**src/rtl/pwm_decoder.sv**
```systemverilog
// pwm_decoder: measures the high time and period of an asynchronous PWM
// input in units of step ticks and reports them once per rising edge.
//
// Ports:
//   clk     in   single clock for all state
//   rst     in   asynchronous active-high reset
//   ena     in   measurement enable; low returns the block to IDLE
//   step    in   sample strobe; the input is sampled only on step cycles
//   in      in   PWM waveform, asynchronous to clk
//   duty    out  [N-1:0] high time of the last completed period
//   period  out  [N:0]   length of the last completed period (0 = timeout)
//   valid   out  one-clk pulse whenever duty/period/stuck are updated
//   stuck   out  1 when the last report was a no-edge timeout
//
// Operation:
//   The input is brought into the clk domain with a 2-flop synchronizer.
//   The state machine waits in ARM for the first rising edge, then counts
//   step ticks (per_cnt) and high ticks (hi_cnt) in MEASURE.  Each later
//   rising edge reports the finished period and restarts the counters at 1,
//   since the rising sample itself is the first tick of the new period.
//   If per_cnt reaches its all-ones value without a rising edge, a stuck
//   report is issued instead and the block re-arms.

module pwm_decoder #(
    parameter int N = 8
) (
    input  logic         clk,
    input  logic         rst,
    input  logic         ena,
    input  logic         step,
    input  logic         in,
    output logic [N-1:0] duty,
    output logic [N:0]   period,
    output logic         valid,
    output logic         stuck
);

    typedef enum logic [1:0] {
        IDLE    = 2'd0,
        ARM     = 2'd1,
        MEASURE = 2'd2
    } state_t;

    // Counter limits: per_cnt times out at all-ones, duty saturates at 2^N-1.
    localparam logic [N:0] CNT_MAX  = {(N+1){1'b1}};
    localparam logic [N:0] CNT_ONE  = {{N{1'b0}}, 1'b1};
    localparam logic [N:0] DUTY_MAX = {1'b0, {N{1'b1}}};

    state_t state;
    state_t state_nxt;

    // Synchronizer and its priming flags.
    logic sync1;
    logic sync2;
    logic prime1;
    logic prime2;

    // Edge detection and counters.
    logic       prev;
    logic       prev_nxt;
    logic [N:0] per_cnt;
    logic [N:0] per_nxt;
    logic [N:0] hi_cnt;
    logic [N:0] hi_nxt;

    logic sample;
    logic tick;
    logic rise;
    logic at_max;

    // Report request computed from the current step cycle.
    logic         rpt;
    logic [N-1:0] rpt_duty;
    logic [N:0]   rpt_period;
    logic         rpt_stuck;

    // ------------------------------------------------------------------
    // Input synchronizer.
    // The synchronizer flops clear to 0 on reset, so for the first two
    // clocks afterwards sync2 does not reflect the pin.  prime1/prime2
    // track that window; without it a waveform that is high across reset
    // would show a fake 0->1 transition and produce a partial period.
    // ------------------------------------------------------------------
    always_ff @(posedge clk or posedge rst) begin
        if (rst) begin
            sync1  <= 1'b0;
            sync2  <= 1'b0;
            prime1 <= 1'b0;
            prime2 <= 1'b0;
        end else begin
            sync1  <= in;
            sync2  <= sync1;
            prime1 <= 1'b1;
            prime2 <= prime1;
        end
    end

    assign sample = sync2;

    // A step cycle only counts once armed; step in IDLE is ignored.
    assign tick   = ena & step & prime2 & (state != IDLE);
    assign rise   = ~prev & sample;
    assign at_max = (per_cnt == CNT_MAX);

    // ------------------------------------------------------------------
    // FSM state register.
    // ------------------------------------------------------------------
    always_ff @(posedge clk or posedge rst) begin
        if (rst) begin
            state <= IDLE;
        end else begin
            state <= state_nxt;
        end
    end

    // ------------------------------------------------------------------
    // FSM next-state logic.  ena low overrides everything, which also
    // drops any report that would have been issued in that cycle.
    // ------------------------------------------------------------------
    always_comb begin
        state_nxt = state;
        if (!ena) begin
            state_nxt = IDLE;
        end else begin
            unique case (state)
                IDLE: begin
                    state_nxt = ARM;
                end
                ARM: begin
                    if (tick && rise) begin
                        state_nxt = MEASURE;
                    end
                end
                MEASURE: begin
                    if (tick && !rise && at_max) begin
                        state_nxt = ARM;
                    end
                end
                default: begin
                    state_nxt = IDLE;
                end
            endcase
        end
    end

    // ------------------------------------------------------------------
    // FSM output logic: decide whether this step cycle produces a report.
    // A rising edge in ARM only starts the first period, so it reports
    // nothing.  A timeout reports the level the input is stuck at.
    // ------------------------------------------------------------------
    always_comb begin
        rpt        = 1'b0;
        rpt_duty   = '0;
        rpt_period = '0;
        rpt_stuck  = 1'b0;
        if (tick) begin
            if (rise) begin
                if (state == MEASURE) begin
                    rpt        = 1'b1;
                    rpt_period = per_cnt;
                    if (hi_cnt > DUTY_MAX) begin
                        rpt_duty = {N{1'b1}};
                    end else begin
                        rpt_duty = hi_cnt[N-1:0];
                    end
                end
            end else if (at_max) begin
                rpt       = 1'b1;
                rpt_duty  = {N{sample}};
                rpt_stuck = 1'b1;
            end
        end
    end

    // ------------------------------------------------------------------
    // Counter and edge-history next values.
    // prev is held at 1 while disabled so that a waveform already high
    // at enable is not mistaken for a rising edge.
    // hi_cnt only advances in MEASURE; in ARM it stays at zero.
    // ------------------------------------------------------------------
    always_comb begin
        per_nxt  = per_cnt;
        hi_nxt   = hi_cnt;
        prev_nxt = prev;
        if (!ena) begin
            per_nxt  = '0;
            hi_nxt   = '0;
            prev_nxt = 1'b1;
        end else if (tick) begin
            prev_nxt = sample;
            if (rise) begin
                per_nxt = CNT_ONE;
                hi_nxt  = CNT_ONE;
            end else if (at_max) begin
                per_nxt = '0;
                hi_nxt  = '0;
            end else begin
                per_nxt = per_cnt + CNT_ONE;
                if (state == MEASURE) begin
                    hi_nxt = hi_cnt + {{N{1'b0}}, sample};
                end
            end
        end
    end

    // ------------------------------------------------------------------
    // Counters, edge history and result registers.
    // ------------------------------------------------------------------
    always_ff @(posedge clk or posedge rst) begin
        if (rst) begin
            per_cnt <= '0;
            hi_cnt  <= '0;
            prev    <= 1'b1;
        end else begin
            per_cnt <= per_nxt;
            hi_cnt  <= hi_nxt;
            prev    <= prev_nxt;
        end
    end

    always_ff @(posedge clk or posedge rst) begin
        if (rst) begin
            duty   <= '0;
            period <= '0;
            stuck  <= 1'b0;
            valid  <= 1'b0;
        end else begin
            valid <= rpt;
            if (rpt) begin
                duty   <= rpt_duty;
                period <= rpt_period;
                stuck  <= rpt_stuck;
            end
        end
    end

endmodule

```
**config.mk**
```make
export PLATFORM = sky130hd
export DESIGN_NAME = pwm_decoder
export DESIGN_NICKNAME = d
export VERILOG_FILES = /design/src/rtl/pwm_decoder.sv
export SDC_FILE = /design/constraint.sdc
export NUM_CORES = 1
export LEC_CHECK = 0
export BUFFER_PORTS_ARGS = -buffer_cell sky130_fd_sc_hd__buf_4
export CAP_MARGIN = 30
export CELL_PAD_IN_SITES_DETAIL_PLACEMENT = 1
export CELL_PAD_IN_SITES_GLOBAL_PLACEMENT = 1
export CORE_MARGIN = 2
export CORE_UTILIZATION = 48
export CTS_BUF_LIST = sky130_fd_sc_hd__clkbuf_4 sky130_fd_sc_hd__clkbuf_8
export CTS_CLUSTER_DIAMETER = 40
export DETAILED_ROUTE_END_ITERATION = 12
export GPL_ROUTABILITY_DRIVEN = 0
export PLACE_DENSITY = 0.92
export SETUP_SLACK_MARGIN = 0.2
export SYNTH_ARGS = -nofsm -noshare
export SYNTH_HDL_FRONTEND = slang
export SYNTH_SLANG_ARGS = --single-unit
```
**constraint.sdc**
```tcl
create_clock -name clk -period 3.1 [get_ports clk]
set_clock_uncertainty 0.2 [all_clocks]
set_input_delay 0.62 -clock clk [delete_from_list [all_inputs] [get_ports clk]]
set_output_delay 0.62 -clock clk [all_outputs]
set_load 0.005 [all_outputs]
```
* After elaboration in Yosys (flattened, before gate mapping) *
Cells that the tools add are included.

word-level totals
  register bits = 44
  input port bits = 5
  output and inout port bits = 19
  word-level logic and storage cells = 64

operators by class
  $add $sub $neg = 2
  order comparisons = 1
  eq/ne operators = 7
  muxes and demuxes = 29
  bitwise logic cells = 5
  reductions and logical operators = 8

operators by type and width
  cell                                                 number
  two-way mux 9 bit                                    12
  two-way mux 8 bit                                    5
  adder 9 x 1 -> 9 bit                                 1
  adder 9 x 1 -> 9 bit (second input constant)         1
  == test 9 bit (second input constant)                1
  > comparator 9 x 8 -> 1 bit (second input constant)  1
  two-way mux 1 bit                                    8
  two-way mux 2 bit                                    3
  != test 3 bit (second input constant)                2
  case mux 2 bit (3 select lines)                      1
  bitwise AND 1 bit                                    4
  != test 4 x 1 -> 1 bit (second input constant)       1
  AND reduction 2 bit                                  2
  logical AND 1 bit                                    3
  == test 2 x 1 -> 1 bit (second input constant)       1
  == test 2 bit (second input constant)                1
  zero test 2 bit                                      1
  != test 2 x 1 -> 1 bit (second input constant)       1
  nonzero test 2 bit                                   1
  zero test 1 bit                                      1
  NOT 1 bit                                            1

* Logic depth before layout (Yosys ltp) *
Gate-level depths: netlist of the first run.

  word-level depth = 8
  gate-level depth with buffers = 10
  depth with buffers taken out = 8

* Least setup slack after synthesis of the first run *
Ideal clock, no wire load.

  kind = reg2reg
  from = register per_cnt[0]
  to = register period[2]
  library setup time = 0.121 ns
  arrival = 1.918 ns
  required time = 2.779 ns
  path slack = 0.861 ns
  cell stages (with the launch flop) = 10
  buffers on the path = 2
  clock period less this slack = 2.239 ns
  cell sequence = dfrtp_1 ha_1 nand2_1 nor3_1 ha_1 clkbuf_1 mux2_2 nand2_4 buf_6 a22o_1

on the way
  cells in the longest elaborated chain, start to end = 4

ends and longest elaborated chain
  what                    RTL line  text
  start, declared         61        logic [N:0] per_cnt;
  start signal, assigned  215       per_cnt <= per_nxt;
  == test 9 bit           103       assign at_max = (per_cnt == CNT_MAX);
  two-way mux 1 bit       167       end else if (at_max) begin
  two-way mux 1 bit       157       if (rise) begin
  two-way mux 1 bit       156       if (tick) begin
  end signal, assigned    231       period <= rpt_period;
  end, declared           33        output logic [N:0] period,

No other way between the ends.
A chain may end at the register's enable or synchronous reset.

* Worst setup path in the final report of the first run *
  from = register per_cnt[0]
  to = register duty[3]

on the way
  cells in the longest elaborated chain, start to end = 4
  elaborated cells between the ends (all ways) = 7
  those cells by class = eq/ne (1); mux (6)

ends and longest elaborated chain
  what                                                    RTL line  text
  == test 9 bit (*)                                       103
  two-way mux 8 bit or two-way mux 1 bit (tied branches)  167
  two-way mux 8 bit or two-way mux 1 bit (tied branches)  157
  two-way mux 8 bit or two-way mux 1 bit (tied branches)  156
  end signal, assigned                                    230       duty <= rpt_duty;
  end, declared                                           32        output logic [N-1:0] duty,

Mark *: on every way between the ends. The rest lies on a longest branch, timed or not.

==> flow_metrics.py, run 1 <==
metrics = {
    "hold_path": {
        "min_from": "sync1$_DFF_PP0_",
        "hold-path-cell-count": 0,
        "min_to": "sample$_DFF_PP0_",
        "hp-class": "register to register",
    },
    "critical_path": {
        "cp_num_cells": 8,
        "endpoint_kind": "register",
        "cp-start-kind": "register",
        "cp.arrival_ns": 2.53,
        "cp_max_fo": 10,
        "crit_buf_inv": 0,
        "cp-startpoint": "per_cnt[0]$_DFFE_PP0P_",
        "critical_path.max_stage_delay_ns": 0.47,
        "rrSetupSlack_ns": 0.60,
        "required_ns": 3.13,
        "slowest_stage": "dfrtp_1",
        "reg2reg_from": "per_cnt[0]$_DFFE_PP0P_",
        "crit_family": "simple AND/OR/NAND/NOR gates",
        "cp_cell_sequence": "ha_1, nand2_1, nor3_1, ha_1, nand2_1, o21ai_0, and3_1, a22o_1",
        "critPathKind": "register to register",
        "worstReg2RegEnd": "duty[3]$_DFFE_PP0P_",
        "reg2reg_depth": 8,
    },
    "sta": {
        "min_period_ns": 2.50,
        "fmax_mhz": 400,
        "rsz0062_at_grt": "no",
        "worst_slew_pin_slew_ns": 0.614,
        "slew-limit-headroom": 0.591,
        "fin_tns_setup_ns": 0,
        "setup_violations": 0,
        "slew_violations": 0,
        "whs_ns": 0.154,
        "period_share": 0.806,
        "hold_viol_final": 0,
    },
    "synthesis": {
        "yosysSeqAreaShare": 0.511,
        "yosys.area_share.simple": 0.163,
        "synthTopCellsByArea": "dfrtp_1 50%, a22o_1 6.9%, nor2_1 4.0%",
        "synth.distinct_cells": 49,
        "yosysTopAreaCell": "dfrtp_1",
        "synth-compound-area-share": 0.194,
        "synth_seq_cells": 44,
        "synth_top_area_share": 0.499,
        "netlist_area_um2": 2160,
        "synthArstFlopShare": 1.00,
        "yosys.area_share.adder": 0.0232,
        "yosys_warnings": 0,
        "syn-num-nets": 210,
        "synth_top_family_by_area": "compound AO/OA/AOI/OAI gates",
        "synth_top_flop_cell": "dfrtp_1",
        "synthXorXnorAreaFrac": 0.0488,
        "synth_edf_count": 0,
        "avgSynthCellArea_um2": 10.7,
        "post_synth_inst_count": 201,
        "synth_mux_area_frac": 0.00522,
    },
    "cts": {
        "cts.root.buffer_cell": "clkbuf_8",
        "cts_max_level": 2,
        "clk_latency_ns": 0.29,
        "cts_tree": "yes",
        "post_cts_buffers": 0,
        "cts_buffers": 5,
        "clock-sinks": 44,
        "clockBufferDepth": 2,
        "cts_resized": 0,
        "hold_buffers": 0,
        "cts.reportedPaths.clkPinSlew_ns": 0.08,
    },
    "route": {
        "drt_iter0_markers": 123,
        "route.detailed.drc": 0,
        "num_vias": 1627,
        "routed_wl_um": 4960,
        "dr.pass1.iters": 4,
        "drt-wirelength-per-cell_um": 18.3,
        "via_per_inst": 6.00,
        "final_antenna_net_count": 0,
    },
    "cells_and_area": {
        "final_layout_size_suffix_gt1_frac": 0.196,
        "final_nets": 227,
        "diodes": 0,
        "post-route-util": 0.553,
        "area_growth_pct": 11.7,
        "design_area_um2": 2410,
    },
    "floorplan": {
        "pin_count": 24,
        "row_count": 24,
        "die_area_um2": 5040,
        "fp.dieW_um": 71.0,
        "initial_core_util": 0.495,
        "die_h_um": 71.0,
        "core_um2": 4350,
    },
    "grt": {
        "antenna_found_initial": 0,
        "grt_pass1_vias": 1640,
        "gr-total-overflow": 0,
        "grt_use_total": 0.210,
        "grt_pass1_wl_um": 8250,
        "grt_max_degree": 45,
    },
    "place": {
        "portBuffers": 23,
        "postPlaceCellArea_um2": 2300,
        "dp.final_hpwl_um": 3280,
    },
    "power": {
        "fin_total_pwr_w": 0.00107,
        "peakVddDrop_uv": 224,
        "p_per_area_nw_per_um2": 443,
        "p_leak_nw": 1.11,
    },
    "flow_run": {
        "cap_violations": 0,
    },
    "run_status": {
        "status": "finished clean",
    },
}
-- routing by layer --
metal | wire (um) | track usage
met5 | 0 | 0
met4 | 36 | 0.0587
met3 | 204 | 0.0313
met2 | 2480 | 0.348
met1 | 2240 | 0.288
-- worst max-delay path by stage --
stage	to	slack [ns]
2_1_floorplan	period[2]$_DFFE_PP0P_	0.86
3_3_place_gp	period[5]$_DFFE_PP0P_	0.84
3_5_place_dp	duty[3]$_DFFE_PP0P_	0.70
4_1_cts	duty[3]$_DFFE_PP0P_	0.61
5_1_grt	duty[1]$_DFFE_PP0P_	0.45
6_report	duty[3]$_DFFE_PP0P_	0.60
-- logic make-up after synthesis --
group,count (synthesis)
and+or+nand+nor,66
AOI/OAI and AO/OA,57
DFF,44
buffers and inverters,16
xor gates and xnor gates,12
adders and majority gates,4
other,1
muxes,1
-- Yosys cell counts, types with 2 or more instances --
cell       n
xnor2_1    9
ha_1       4
buf_2      3
nor3b_1    2
nor3_1     2
clkbuf_1   4
nand2b_1   2
o21ai_0    9
a31oi_1    2
a211oi_1   3
nand3_1   10
o21a_1     2
o21ai_1    4
nand3b_1   2
a22o_1    17
buf_6      6
dfrtp_1   43
nand2_1   11
nor2_1    23
a21boi_1   4
xor2_1     3
nand4_1    3
a21oi_1    7
-- sequential cells by signal (all words and copies together), names as in the netlist --
signal   count
hi_cnt       9
stuck        1
per_cnt      9
prime2       1
duty         8
sync1        1
period       9
prime1       1
valid        1
prev         1
state        2
sample       1
-- per-stage QoR --
step	setup WS, ns	cells
after detailed placement	0.701	263
final	0.601	271
after global routing	0.446	271
after floorplan	0.861	201
after global placement	0.845	263
after CTS	0.605	271
-- report_power, final --
part | internal (W) | switching (W)
clock | 0.000248 | 0.000189
sequential | 0.000578 | 0.00000819
combinational | 0.0000123 | 0.0000303
total | 0.000839 | 0.000227
-- cells in the final DEF, fill, tap and decap left out, types with 2 or more instances in the layout --
cell type and n:
dfrtp_1 43, buf_4 24, nor2_1 23, a22o_1 17, nand2_1 11, nand3_1 10
o21ai_0 9, xnor2_1 9, a21oi_1 7, clkbuf_8 5, o21ai_1 4, a21boi_1 4
ha_1 4, a211oi_1 3, xor2_1 3, nand4_1 3, nand2b_1 2, nor3b_1 2
nand3b_1 2, nor3_1 2, a31oi_1 2, o21a_1 2
-- worst register-to-register path: cells and delay by family, from the launching register on --
| family | cells | cell delay [ns] |
|---|---|---|
| flip-flops | 1 | 0.47 |
| adder cells (fa/ha/maj) | 2 | 0.64 |
| AO/OA/AOI/OAI | 2 | 0.31 |
| AND/OR/NAND/NOR | 4 | 0.83 |
-- area by class of cell --
cell class	count	area (um^2)
multi-input combinational	141	941
clock inverter	2	35.0
tap	52	65.1
clock buffer	6	76.3
sequential	44	1100
inverter	2	7.51
fill	485	1950
timing repair buffer	24	180
No activity file was read; power rests on OpenSTA's default activity.
==> run 2: changes to the inputs <==
--- a/config.mk
+++ b/config.mk
@@ -10,12 +10,12 @@
 export CELL_PAD_IN_SITES_DETAIL_PLACEMENT = 1
 export CELL_PAD_IN_SITES_GLOBAL_PLACEMENT = 1
 export CORE_MARGIN = 2
-export CORE_UTILIZATION = 48
+export CORE_UTILIZATION = 43
 export CTS_BUF_LIST = sky130_fd_sc_hd__clkbuf_4 sky130_fd_sc_hd__clkbuf_8
 export CTS_CLUSTER_DIAMETER = 40
 export DETAILED_ROUTE_END_ITERATION = 12
 export GPL_ROUTABILITY_DRIVEN = 0
-export PLACE_DENSITY = 0.92
+export PLACE_DENSITY = 0.88
 export SETUP_SLACK_MARGIN = 0.2
 export SYNTH_ARGS = -nofsm -noshare
 export SYNTH_HDL_FRONTEND = slang
==> constraint.sdc (replaced) <==
create_clock -name clk -period 2.2 [get_ports clk]
set_clock_uncertainty 0.2 [all_clocks]
set_input_delay 0.44 -clock clk [delete_from_list [all_inputs] [get_ports clk]]
set_output_delay 0.44 -clock clk [all_outputs]
set_load 0.005 [all_outputs]
==> run 2 against run 1 <==
Against the previous run:
- flip-flop and latch count unchanged
- global-route usage shrank 0.77 points
- clock power is 25% higher
- design area up 6.6%
- sequential share of layout area is 2.7 points lower
- die area grew 11%
- worst hold slack lost 0.11 ns
- core utilization fell by 1.7 points
- first-iteration DRC count is 6.5% lower
- sequential power increased by 41%
- setup slack got worse by 0.32 ns
- register-to-register slack got worse by 0.32 ns
==> flow_metrics.py, run 2 (same netlist as run 1, synthesis figures left out) <==
metrics = {
    "sta": {
        "min_period_ns": 1.92,
        "slew_violations": 0,
        "period_share": 0.873,
        "fin_tns_setup_ns": 0,
        "worst_slew_pin_slew_ns": 0.545,
        "fmax_mhz": 521,
        "hold_viol_final": 0,
        "slew-limit-headroom": 0.636,
        "setup_violations": 0,
        "rsz0062_at_grt": "yes",
    },
    "critical_path": {
        "worst_path_most_repeated_cell": "ha_4",
        "crit_buf_inv": 0,
        "cp-start-kind": "register",
        "worstReg2RegEnd": "period[1]$_DFFE_PP0P_",
        "endpoint_kind": "register",
        "cp.arrival_ns": 1.91,
        "cp_max_fo": 18,
        "rrSetupSlack_ns": 0.28,
        "slowest_stage": "dfrtp_2",
        "critical_path.max_stage_delay_ns": 0.42,
        "required_ns": 2.19,
        "critPathKind": "register to register",
        "cp-startpoint": "per_cnt[0]$_DFFE_PP0P_",
        "crit_family": "flip-flops",
        "cp_cell_sequence": "ha_4, nand2_2, nor3_4, ha_4, mux2_4, nand2_8, a22o_1",
        "reg2reg_from": "per_cnt[0]$_DFFE_PP0P_",
        "reg2reg_depth": 7,
    },
    "place": {
        "portBuffers": 23,
        "dp.final_hpwl_um": 3540,
    },
    "grt": {
        "grt_max_degree": 45,
        "grt_pass1_vias": 1683,
        "grt_use_total": 0.202,
        "antenna_found_initial": 0,
        "grt_pass1_wl_um": 8560,
        "gr-total-overflow": 0,
    },
    "power": {
        "fin_total_pwr_w": 0.00144,
        "peakVddDrop_uv": 280,
        "p_per_area_nw_per_um2": 561,
        "p_leak_nw": 1.16,
    },
    "floorplan": {
        "pin_count": 24,
        "die_area_um2": 5600,
        "die_h_um": 74.8,
        "initial_core_util": 0.450,
        "fp.dieW_um": 74.8,
        "core_um2": 4790,
        "row_count": 25,
    },
    "cells_and_area": {
        "diodes": 0,
        "ff_latch_area_um2": 1100,
        "largestRegisters": "hi_cnt (9), per_cnt (9), period (9)",
        "final_common_cell": "dfrtp_1",
        "area_growth_pct": 19.0,
        "final_layout_size_suffix_gt1_frac": 0.277,
        "nFillCells": 532,
        "final_cell_mix": "41 x dfrtp_1, 36 x buf_4, 23 x nor2_1",
        "final_nets": 239,
        "multiInputGateArea_um2": 1000,
    },
    "hold_path": {
        "min_from": "in",
        "min_to": "sync1$_DFF_PP0_",
        "hold-path-cell-count": 1,
        "hp-class": "primary input to register",
    },
    "flow_run": {
        "cap_violations": 0,
    },
    "route": {
        "drt-wirelength-per-cell_um": 18.1,
        "final_antenna_net_count": 0,
        "dr.pass1.iters": 4,
        "routed_wl_um": 5390,
        "route.detailed.drc": 0,
        "drt_iter0_markers": 115,
        "num_vias": 1646,
        "via_per_inst": 5.52,
    },
    "cts": {
        "clk_latency_ns": 0.29,
        "cts_buffers": 5,
        "cts_tree": "yes",
        "cts_max_level": 2,
        "clock-sinks": 44,
        "cts.root.buffer_cell": "clkbuf_8",
        "cts.reportedPaths.clkPinSlew_ns": 0.08,
        "clockBufferDepth": 2,
    },
    "run_status": {
        "status": "finished clean",
    },
}
## run 2: how the worst max path moves through the flow
stage,slack [ns],cells past startpoint,endpoint
floorplan,0.21,9,period[2]$_DFFE_PP0P_
global placement,0.14,7,duty[4]$_DFFE_PP0P_
detailed placement,0.07,7,period[0]$_DFFE_PP0P_
CTS,0.21,7,period[0]$_DFFE_PP0P_
global route,0.20,7,period[2]$_DFFE_PP0P_
finish,0.28,7,period[1]$_DFFE_PP0P_
## run 2: repair_timing
action                                  4_1_cts  5_1_grt
endpoints found under the setup margin       29       26
resized for setup                             2        9
pin swaps                                     1       18
setup buffers                                 4        5
hold buffers                                  0        0
## run 2: layer usage
layer,vias up,share of wire,global-route usage,wire length (um)
met4,0,0.017,0.0496,92
met3,10,0.027,0.0402,148
li1,774,-,-,-
met1,836,0.45,0.279,2430
met2,26,0.50,0.329,2710
met5,-,0,0,0
## run 2: metrics by stage
stage | cells | setup slack, ns | instance area [um^2] | util | hold slack [ns]
finish | 298 | 0.280 | 2570 | 0.536 | 0.0478
global route | 298 | 0.198 | 2570 | 0.536 | 0.0346
CTS | 293 | 0.213 | 2490 | 0.520 | 0.0429
detailed placement | 281 | 0.0672 | 2350 | 0.491 | 0.137
global placement | 281 | 0.141 | 2350 | 0.491 | 0.133
floorplan | 201 | 0.213 | 2180 | - | 0.131
## run 2: final cells by class
cell class                      count  area share
Sequential cell                    44       0.431
Multi-Input combinational cell    141       0.391
Timing Repair Buffer               36       0.105
Clock buffer                        7      0.0351
Tap cell                           67      0.0327
Clock inverter                      1     0.00293
Inverter                            2     0.00293
## run 2: power breakdown
part           switching, W  leakage, nW  internal (W)   total, W
combinational     0.0000466        0.511     0.0000222  0.0000688
sequential        0.0000107        0.597      0.000815   0.000826
clock              0.000276       0.0479      0.000268   0.000544
